## src/rtl/aes_alu_pkg.sv

```systemverilog
// rtl/aes_alu_pkg.sv - shared types and GF(2^8) helpers for the AES lane ALU
//
// Purpose: op codes, the state width constant, the column type, GF(2^8) constant
//          multipliers and column gather/scatter helpers for the row-major state.
// Ports:   none (package).
// Macro:   AES_INV_EN - when defined, INVSUB and INVMIX are legal op codes.
package aes_alu_pkg;

  localparam int STATE_W = 128;

  typedef logic [31:0] col_t;

  typedef enum logic [2:0] {
    OP_PASS     = 3'b000,
    OP_ADDKEY   = 3'b001,
    OP_SUBBYTES = 3'b010,
    OP_MIXCOL   = 3'b011,
    OP_INVSUB   = 3'b100,
    OP_INVMIX   = 3'b101,
    OP_RSVD6    = 3'b110,
    OP_RSVD7    = 3'b111
  } op_t;

  // Multiply by x modulo 0x11B.
  function automatic logic [7:0] xtime(input logic [7:0] b);
    return {b[6:0], 1'b0} ^ (b[7] ? 8'h1b : 8'h00);
  endfunction

  // Constant multipliers used by (Inv)MixColumns: 2, 3, 9, 11, 13, 14; anything else is x1.
  function automatic logic [7:0] gf_mul(input logic [7:0] b, input logic [3:0] k);
    logic [7:0] x2;
    logic [7:0] x4;
    logic [7:0] x8;
    logic [7:0] r;
    x2 = xtime(b);
    x4 = xtime(x2);
    x8 = xtime(x4);
    case (k)
      4'd2:    r = x2;
      4'd3:    r = x2 ^ b;
      4'd9:    r = x8 ^ b;
      4'd11:   r = x8 ^ x2 ^ b;
      4'd13:   r = x8 ^ x4 ^ b;
      4'd14:   r = x8 ^ x4 ^ x2;
      default: r = b;
    endcase
    return r;
  endfunction

  function automatic logic op_illegal(input op_t o);
    logic r;
    case (o)
      OP_PASS, OP_ADDKEY, OP_SUBBYTES, OP_MIXCOL: r = 1'b0;
`ifdef AES_INV_EN
      OP_INVSUB, OP_INVMIX: r = 1'b0;
`endif
      default: r = 1'b1;
    endcase
    return r;
  endfunction

  // Column c = bytes (0,c),(1,c),(2,c),(3,c), row 0 in the top byte of the column.
  function automatic col_t col_get(input logic [STATE_W-1:0] s, input logic [1:0] c);
    col_t col;
    for (int r = 0; r < 4; r++) begin
      col[31-8*r -: 8] = s[127-32*r-8*int'(c) -: 8];
    end
    return col;
  endfunction

  function automatic logic [STATE_W-1:0] col_put(input logic [STATE_W-1:0] s,
                                                 input logic [1:0] c, input col_t col);
    logic [STATE_W-1:0] o;
    o = s;
    for (int r = 0; r < 4; r++) begin
      o[127-32*r-8*int'(c) -: 8] = col[31-8*r -: 8];
    end
    return o;
  endfunction

endpackage

```

## src/rtl/aes_col_lane.sv

```systemverilog
// rtl/aes_col_lane.sv - one AES column lane: applies the selected op to one column
//
// Purpose: combinational PASS / ADDKEY / SUBBYTES / MIXCOL (and INVSUB / INVMIX when
//          AES_INV_EN is defined) on a single 32-bit column. Unsupported ops pass
//          the column through unchanged.
// Ports:   op      - operation code
//          col_in  - state column, row 0 in bits [31:24]
//          key_col - matching round key column
//          col_out - processed column
// Macro:   AES_INV_EN - adds inverse S-boxes and the InvMixColumns path.
module aes_col_lane
  import aes_alu_pkg::*;
(
  input  logic [2:0]  op,
  input  logic [31:0] col_in,
  input  logic [31:0] key_col,
  output logic [31:0] col_out
);

  logic [7:0] a   [4];
  logic [7:0] sub [4];
`ifdef AES_INV_EN
  logic [7:0] isub [4];
`endif

  for (genvar r = 0; r < 4; r++) begin : g_row
    assign a[r] = col_in[31-8*r -: 8];
    aes_sbox u_sbox (
      .in_byte  (a[r]),
      .out_byte (sub[r])
    );
`ifdef AES_INV_EN
    aes_inv_sbox u_inv_sbox (
      .in_byte  (a[r]),
      .out_byte (isub[r])
    );
`endif
  end

  always_comb begin
    col_out = col_in;
    case (op_t'(op))
      OP_ADDKEY:   col_out = col_in ^ key_col;
      OP_SUBBYTES: col_out = {sub[0], sub[1], sub[2], sub[3]};
      OP_MIXCOL: begin
        col_out = {gf_mul(a[0], 4'd2) ^ gf_mul(a[1], 4'd3) ^ a[2] ^ a[3],
                   a[0] ^ gf_mul(a[1], 4'd2) ^ gf_mul(a[2], 4'd3) ^ a[3],
                   a[0] ^ a[1] ^ gf_mul(a[2], 4'd2) ^ gf_mul(a[3], 4'd3),
                   gf_mul(a[0], 4'd3) ^ a[1] ^ a[2] ^ gf_mul(a[3], 4'd2)};
      end
`ifdef AES_INV_EN
      OP_INVSUB:   col_out = {isub[0], isub[1], isub[2], isub[3]};
      OP_INVMIX: begin
        col_out = {gf_mul(a[0], 4'd14) ^ gf_mul(a[1], 4'd11) ^ gf_mul(a[2], 4'd13) ^ gf_mul(a[3], 4'd9),
                   gf_mul(a[0], 4'd9) ^ gf_mul(a[1], 4'd14) ^ gf_mul(a[2], 4'd11) ^ gf_mul(a[3], 4'd13),
                   gf_mul(a[0], 4'd13) ^ gf_mul(a[1], 4'd9) ^ gf_mul(a[2], 4'd14) ^ gf_mul(a[3], 4'd11),
                   gf_mul(a[0], 4'd11) ^ gf_mul(a[1], 4'd13) ^ gf_mul(a[2], 4'd9) ^ gf_mul(a[3], 4'd14)};
      end
`endif
      default:     col_out = col_in;
    endcase
  end

endmodule

```

## src/rtl/aes_inv_sbox.sv

```systemverilog
// rtl/aes_inv_sbox.sv - inverse AES S-box, only present when AES_INV_EN is defined
//
// Purpose: InvSubBytes for one byte: inverse affine transform, then GF(2^8) inverse.
// Ports:   in_byte  - input byte
//          out_byte - inverse-substituted byte
// Macro:   AES_INV_EN - the module exists only in builds with the inverse ops.
`ifdef AES_INV_EN
module aes_inv_sbox (
  input  logic [7:0] in_byte,
  output logic [7:0] out_byte
);

  function automatic logic [7:0] gf_mul_full(input logic [7:0] a, input logic [7:0] b);
    logic [7:0] p;
    logic [7:0] aa;
    p  = 8'h00;
    aa = a;
    for (int i = 0; i < 8; i++) begin
      if (b[i]) p = p ^ aa;
      aa = aes_alu_pkg::xtime(aa);
    end
    return p;
  endfunction

  // x^254 is the multiplicative inverse (and maps 0 to 0): product of x^2 .. x^128.
  function automatic logic [7:0] gf_inv(input logic [7:0] x);
    logic [7:0] p;
    logic [7:0] acc;
    p   = x;
    acc = 8'h01;
    for (int i = 1; i < 8; i++) begin
      p   = gf_mul_full(p, p);
      acc = gf_mul_full(acc, p);
    end
    return acc;
  endfunction

  logic [7:0] pre_inv;

  // Inverse of the forward affine map: rotl1 ^ rotl3 ^ rotl6 ^ 0x05.
  assign pre_inv  = {in_byte[6:0], in_byte[7]} ^ {in_byte[4:0], in_byte[7:5]}
                  ^ {in_byte[1:0], in_byte[7:2]} ^ 8'h05;
  assign out_byte = gf_inv(pre_inv);

endmodule
`endif

```

## src/rtl/aes_sbox.sv

```systemverilog
// rtl/aes_sbox.sv - forward AES S-box lookup
//
// Purpose: combinational FIPS-197 SubBytes table for one byte.
// Ports:   in_byte  - input byte
//          out_byte - substituted byte
module aes_sbox (
  input  logic [7:0] in_byte,
  output logic [7:0] out_byte
);

  localparam logic [7:0] SBOX [256] = '{
    8'h63, 8'h7c, 8'h77, 8'h7b, 8'hf2, 8'h6b, 8'h6f, 8'hc5, 8'h30, 8'h01, 8'h67, 8'h2b, 8'hfe, 8'hd7, 8'hab, 8'h76,
    8'hca, 8'h82, 8'hc9, 8'h7d, 8'hfa, 8'h59, 8'h47, 8'hf0, 8'had, 8'hd4, 8'ha2, 8'haf, 8'h9c, 8'ha4, 8'h72, 8'hc0,
    8'hb7, 8'hfd, 8'h93, 8'h26, 8'h36, 8'h3f, 8'hf7, 8'hcc, 8'h34, 8'ha5, 8'he5, 8'hf1, 8'h71, 8'hd8, 8'h31, 8'h15,
    8'h04, 8'hc7, 8'h23, 8'hc3, 8'h18, 8'h96, 8'h05, 8'h9a, 8'h07, 8'h12, 8'h80, 8'he2, 8'heb, 8'h27, 8'hb2, 8'h75,
    8'h09, 8'h83, 8'h2c, 8'h1a, 8'h1b, 8'h6e, 8'h5a, 8'ha0, 8'h52, 8'h3b, 8'hd6, 8'hb3, 8'h29, 8'he3, 8'h2f, 8'h84,
    8'h53, 8'hd1, 8'h00, 8'hed, 8'h20, 8'hfc, 8'hb1, 8'h5b, 8'h6a, 8'hcb, 8'hbe, 8'h39, 8'h4a, 8'h4c, 8'h58, 8'hcf,
    8'hd0, 8'hef, 8'haa, 8'hfb, 8'h43, 8'h4d, 8'h33, 8'h85, 8'h45, 8'hf9, 8'h02, 8'h7f, 8'h50, 8'h3c, 8'h9f, 8'ha8,
    8'h51, 8'ha3, 8'h40, 8'h8f, 8'h92, 8'h9d, 8'h38, 8'hf5, 8'hbc, 8'hb6, 8'hda, 8'h21, 8'h10, 8'hff, 8'hf3, 8'hd2,
    8'hcd, 8'h0c, 8'h13, 8'hec, 8'h5f, 8'h97, 8'h44, 8'h17, 8'hc4, 8'ha7, 8'h7e, 8'h3d, 8'h64, 8'h5d, 8'h19, 8'h73,
    8'h60, 8'h81, 8'h4f, 8'hdc, 8'h22, 8'h2a, 8'h90, 8'h88, 8'h46, 8'hee, 8'hb8, 8'h14, 8'hde, 8'h5e, 8'h0b, 8'hdb,
    8'he0, 8'h32, 8'h3a, 8'h0a, 8'h49, 8'h06, 8'h24, 8'h5c, 8'hc2, 8'hd3, 8'hac, 8'h62, 8'h91, 8'h95, 8'he4, 8'h79,
    8'he7, 8'hc8, 8'h37, 8'h6d, 8'h8d, 8'hd5, 8'h4e, 8'ha9, 8'h6c, 8'h56, 8'hf4, 8'hea, 8'h65, 8'h7a, 8'hae, 8'h08,
    8'hba, 8'h78, 8'h25, 8'h2e, 8'h1c, 8'ha6, 8'hb4, 8'hc6, 8'he8, 8'hdd, 8'h74, 8'h1f, 8'h4b, 8'hbd, 8'h8b, 8'h8a,
    8'h70, 8'h3e, 8'hb5, 8'h66, 8'h48, 8'h03, 8'hf6, 8'h0e, 8'h61, 8'h35, 8'h57, 8'hb9, 8'h86, 8'hc1, 8'h1d, 8'h9e,
    8'he1, 8'hf8, 8'h98, 8'h11, 8'h69, 8'hd9, 8'h8e, 8'h94, 8'h9b, 8'h1e, 8'h87, 8'he9, 8'hce, 8'h55, 8'h28, 8'hdf,
    8'h8c, 8'ha1, 8'h89, 8'h0d, 8'hbf, 8'he6, 8'h42, 8'h68, 8'h41, 8'h99, 8'h2d, 8'h0f, 8'hb0, 8'h54, 8'hbb, 8'h16
  };

  assign out_byte = SBOX[in_byte];

endmodule

```

## src/rtl/aes_lane_alu_array.sv

```systemverilog
// rtl/aes_lane_alu_array.sv - AES state ALU iterating 4 columns over NUM_LANES lanes
//
// Purpose: accepts one state + round key, runs the op over the 4 columns using
//          NUM_LANES column lanes (4/NUM_LANES busy cycles), then holds the result
//          until the consumer takes it. No overlap between operations.
// Ports:   clk, rst              - clock, synchronous active-high reset
//          in_valid / in_ready   - operand handshake (ready only in IDLE)
//          op, state_in, key_in  - operation code, row-major state and round key
//          out_valid / out_ready - result handshake (valid only in DONE)
//          state_out             - row-major result
//          err                   - illegal op flag, meaningful while out_valid
// Macro:   AES_INV_EN - enables INVSUB (100) and INVMIX (101); otherwise they are illegal.
module aes_lane_alu_array #(
  parameter int NUM_LANES = 4,
  parameter int STATE_W   = 128
) (
  input  logic               clk,
  input  logic               rst,
  input  logic               in_valid,
  output logic               in_ready,
  input  logic [2:0]         op,
  input  logic [STATE_W-1:0] state_in,
  input  logic [STATE_W-1:0] key_in,
  output logic               out_valid,
  input  logic               out_ready,
  output logic [STATE_W-1:0] state_out,
  output logic               err
);

  import aes_alu_pkg::*;

  if (!(NUM_LANES == 1 || NUM_LANES == 2 || NUM_LANES == 4)) begin : g_bad_lanes
    $error("aes_lane_alu_array: NUM_LANES must be 1, 2 or 4");
  end
  if (STATE_W != aes_alu_pkg::STATE_W) begin : g_bad_width
    $error("aes_lane_alu_array: STATE_W must be 128");
  end

  typedef enum logic [1:0] {
    ST_IDLE = 2'b00,
    ST_BUSY = 2'b01,
    ST_DONE = 2'b10
  } fsm_t;

  // With 4 lanes the step truncates to 0, which is fine: one BUSY cycle covers everything.
  localparam logic [1:0] LANE_STEP = 2'(NUM_LANES);

  fsm_t               state_q, state_d;
  op_t                op_q, op_d;
  logic [STATE_W-1:0] data_q, data_d;
  logic [STATE_W-1:0] key_q, key_d;
  logic               err_q, err_d;
  logic [1:0]         col_idx_q, col_idx_d;

  col_t lane_in  [NUM_LANES];
  col_t lane_key [NUM_LANES];
  col_t lane_out [NUM_LANES];

  // Columns are independent, so results are written back in place over data_q.
  always_comb begin
    for (int l = 0; l < NUM_LANES; l++) begin
      lane_in[l]  = col_get(data_q, col_idx_q + 2'(l));
      lane_key[l] = col_get(key_q, col_idx_q + 2'(l));
    end
  end

  for (genvar l = 0; l < NUM_LANES; l++) begin : g_lane
    aes_col_lane u_lane (
      .op      (op_q),
      .col_in  (lane_in[l]),
      .key_col (lane_key[l]),
      .col_out (lane_out[l])
    );
  end

  always_comb begin
    state_d   = state_q;
    op_d      = op_q;
    data_d    = data_q;
    key_d     = key_q;
    err_d     = err_q;
    col_idx_d = col_idx_q;
    in_ready  = 1'b0;
    out_valid = 1'b0;
    case (state_q)
      ST_IDLE: begin
        in_ready = 1'b1;
        if (in_valid) begin
          op_d      = op_t'(op);
          data_d    = state_in;
          key_d     = key_in;
          err_d     = op_illegal(op_t'(op));
          col_idx_d = 2'd0;
          state_d   = ST_BUSY;
        end
      end
      ST_BUSY: begin
        for (int l = 0; l < NUM_LANES; l++) begin
          data_d = col_put(data_d, col_idx_q + 2'(l), lane_out[l]);
        end
        col_idx_d = col_idx_q + LANE_STEP;
        if (int'(col_idx_q) + NUM_LANES >= 4) begin
          state_d = ST_DONE;
        end
      end
      ST_DONE: begin
        out_valid = 1'b1;
        if (out_ready) begin
          state_d   = ST_IDLE;
          col_idx_d = 2'd0;
        end
      end
      default: state_d = ST_IDLE;
    endcase
  end

  always_ff @(posedge clk) begin
    if (rst) begin
      state_q   <= ST_IDLE;
      op_q      <= OP_PASS;
      data_q    <= '0;
      key_q     <= '0;
      err_q     <= 1'b0;
      col_idx_q <= 2'd0;
    end else begin
      state_q   <= state_d;
      op_q      <= op_d;
      data_q    <= data_d;
      key_q     <= key_d;
      err_q     <= err_d;
      col_idx_q <= col_idx_d;
    end
  end

  assign state_out = data_q;
  assign err       = err_q;

endmodule

```

## config.mk

```make
export PLATFORM = sky130hd
export DESIGN_NAME = aes_lane_alu_array
export DESIGN_NICKNAME = d
export VERILOG_FILES = /design/src/rtl/aes_alu_pkg.sv /design/src/rtl/aes_col_lane.sv /design/src/rtl/aes_inv_sbox.sv /design/src/rtl/aes_sbox.sv /design/src/rtl/aes_lane_alu_array.sv
export SDC_FILE = /design/constraint.sdc
export NUM_CORES = 2
export LEC_CHECK = 0
export CELL_PAD_IN_SITES_DETAIL_PLACEMENT = 1
export CELL_PAD_IN_SITES_GLOBAL_PLACEMENT = 1
export CORE_MARGIN = 4
export CORE_UTILIZATION = 36
export DETAILED_ROUTE_END_ITERATION = 16
export PLACE_DENSITY = 0.74
export SYNTH_ARGS = -nofsm -noshare
export SYNTH_HDL_FRONTEND = slang
export SYNTH_SLANG_ARGS = --single-unit
```

## constraint.sdc

```tcl
create_clock -name clk -period 7.1 [get_ports clk]
set_clock_uncertainty 0.05 [all_clocks]
set_input_delay 1.065 -clock clk [delete_from_list [all_inputs] [get_ports clk]]
set_output_delay 1.065 -clock clk [all_outputs]
set_load 0.01 [all_outputs]
```

==> impl_metrics.tcl <==
set metrics [dict create \
    clkSinkCount 262 \
    setup_tns_ns 0 \
    endpoint "state_out[127]$_SDFFE_PP0P_" \
    place_area_sq_um 73100 \
    yosysMostFrequentCell "nand2_1" \
    fp-row-count 161 \
    final-setup-viol-count 0 \
    synth.top_cells.by_count "nand2_1, a21oi_1, o21ai_0" \
    cp-end-kind "flip-flop" \
    pre_cts_ws_ns 2.81 \
    avgSynthCellArea_sq_um 6.36 \
    total_power_mw 14.6 \
    synth.area.top_cells "dfxtp_1, a21oi_1, o21ai_0" \
    coreArea_sq_um 193000 \
    yosysTopAreaCell "dfxtp_1" \
    clock_insertion_delay_worst_skew_ns 0.72 \
    syn_area_sq_um 69700 \
    ant_nets 0 \
    area_delta_synth_final_pct 7.12 \
    grt_pass1_vias 91400 \
    dp_cells 12800 \
    numCtsBuffers 44 \
    die_area_sq_um 201000 \
    worst_pin_slew_ns 1.08 \
    cts_resized 0 \
    vias 96200 \
    gp_congestion 1.06 \
    cts_tree "done" \
    yosysWarningCount 0 \
    hpwl_um 303000 \
    htreeDepth 2 \
    drv_cap 0 \
    start_util 0.362 \
    rrSetupSlack_ns 2.80 \
    crit_path_start "state_out[120]$_SDFFE_PP0P_" \
    drive_gt1_frac 0.0607 \
    postCtsHoldBufs 0 \
    grtUsageTotal 0.416 \
    finalCritPeriodShare 0.606 \
    die_x_um 448 \
    synth_edf_count 0 \
    rr_startpoint "state_out[120]$_SDFFE_PP0P_" \
    antenna_found_initial 25 \
    fin_crit_ns 4.30 \
    drcViolationCount 0 \
    wl_per_cell_um 34.6 \
    grt_first_pass_wirelength_um 643000 \
    cts_setup_buffers 0 \
    fin_cells 12900 \
    utilization 0.388 \
    ys_seq_area_frac 0.0752 \
    power_density_nw_per_um2 196 \
    finalHoldViolations 0 \
    async_flop_share 0 \
    r2r_cells 11 \
    io_pins 394 \
    fin_area_sq_um 74700 \
    crit_required_ns 7.55 \
    crit_type "reg2reg" \
    hp-class "reg2reg" \
    rsz0062_at_grt "false" \
    yosysUniqueCellTypes 100 \
    slew_headroom 0.264 \
    cp-start-kind "flip-flop" \
    synth_cells 11000 \
    rr_endpoint "state_out[127]$_SDFFE_PP0P_" \
    irDropWorstVdd_mv 0.224 \
    nets 10800 \
    clockBufferDepth 3 \
    synth_top_area_frac 0.0752 \
    overflow 0 \
    drtIter0Drc 16700 \
    syn_nets 11400 \
    slew_viol_final 0 \
    crit_path_max_fanout 43 \
    p_leak_nw 23.9 \
    status "complete, no violations" \
    io_buffers 393 \
    setup_slack_ns 2.80 \
    root_buffer "clkbuf_16" \
    die_y_um 448 \
    max_freq_mhz 233 \
    synthFlopType "dfxtp_1" \
    routed_wl_um 445000 \
    whs_ns 0.420 \
    ys_ff_latch 262 \
    arrival_ns 4.75 \
    clk_pin_slew_ns 0.08 \
    vias_per_cell 7.47 \
    detailedRoute.firstPassIterationCount 7 \
    grt_max_degree 105 \
]
-- report_power, final --
group | internal (mW) | total (mW) | switching [mW]
registers | 1.60 | 2.06 | 0.460
logic | 3.30 | 10.1 | 6.82
clock network | 1.35 | 2.43 | 1.08
-- state kept, by name, indices dropped and copies added, names as in the netlist --
signal	flops
err	1
key_q	128
op_q	3
state_out	128
state_q	2
-- layout make-up --
type,count,area [sq um]
Clock inverter,28,272
Timing Repair Buffer,624,5740
Sequential cell,262,5420
Clock buffer,54,1250
Fill cell,24700,118000
Antenna cell,20,50.0
Inverter,162,608
Multi-Input combinational cell,9199,58200
Tap cell,2526,3160
-- metal layers --
metal | global-route usage | routed length [um] | vias up
met5 | 0 | 109 | -
met4 | 0.262 | 34400 | 18
met3 | 0.103 | 54200 | 1772
met2 | 0.623 | 188000 | 7693
li1 | - | - | 39800
met1 | 0.531 | 168000 | 46900
-- cells by family after synthesis --
logic type | count (synthesis) | share of synthesized area
DFF | 262 | 0.0752
muxes | 143 | 0.0338
xor gates and xnor gates | 580 | 0.0733
buffers and inverters | 1494 | 0.0917
adders and majority gates | 229 | 0.0409
and+or+nand+nor | 3858 | 0.266
AOI/OAI and AO/OA | 4389 | 0.419
-- worst min path at each step --
stage	from	endpoint	cells past startpoint
6_report	key_q[0]$_SDFFE_PP0P_	key_q[0]$_SDFFE_PP0P_	2
5_1_grt	key_q[45]$_SDFFE_PP0P_	key_q[45]$_SDFFE_PP0P_	2
4_1_cts	key_q[115]$_SDFFE_PP0P_	key_q[115]$_SDFFE_PP0P_	2
3_5_place_dp	key_q[0]$_SDFFE_PP0P_	key_q[0]$_SDFFE_PP0P_	2
3_3_place_gp	err$_SDFFE_PP0P_	err$_SDFFE_PP0P_	2
2_1_floorplan	key_q[100]$_SDFFE_PP0P_	key_q[100]$_SDFFE_PP0P_	2
-- critical path, stage by stage, from the launching register on --
cell and delay [ns]:
dfxtp_1 0.31, buf_4 0.48, clkinv_1 0.63, ha_1 0.48, buf_4 0.24, mux2i_1 0.55
nor2_1 0.11, a2111oi_0 0.46, a311oi_1 0.09, a311oi_1 0.44, a311o_1 0.20, o22ai_1 0.09
-- cells in the final DEF, fill, tap and decap left out, types with 46 or more instances in the layout --
cell,Yosys,layout
o2111ai_1,78,78
a21oi_1,1040,1040
clkbuf_16,0,48
nor2b_1,293,292
a21o_1,47,47
o311ai_0,160,160
o21a_1,46,46
o221ai_1,83,83
a311oi_1,173,173
nor3b_1,48,47
o31ai_1,99,99
ha_1,224,224
a31oi_1,298,298
o211ai_1,250,250
and3_1,62,62
xnor2_1,438,438
nand3_1,361,361
o22ai_1,116,116
a2111oi_0,84,83
a211oi_1,258,258
nor4_1,53,53
a221oi_1,118,118
or3_1,57,57
or2_2,62,62
buf_4,31,226
dfxtp_2,0,48
nor3_1,420,418
nand2b_1,333,331
mux2i_1,53,53
nand2_1,1148,1143
and2_1,86,84
dfxtp_1,262,183
mux4_2,72,72
inv_1,116,115
o21ai_0,939,939
xor2_1,139,139
nor2_1,778,775
clkdlybuf4s50_1,0,392
a211o_1,58,58
Note: power is estimated with default switching activity, not from simulation.
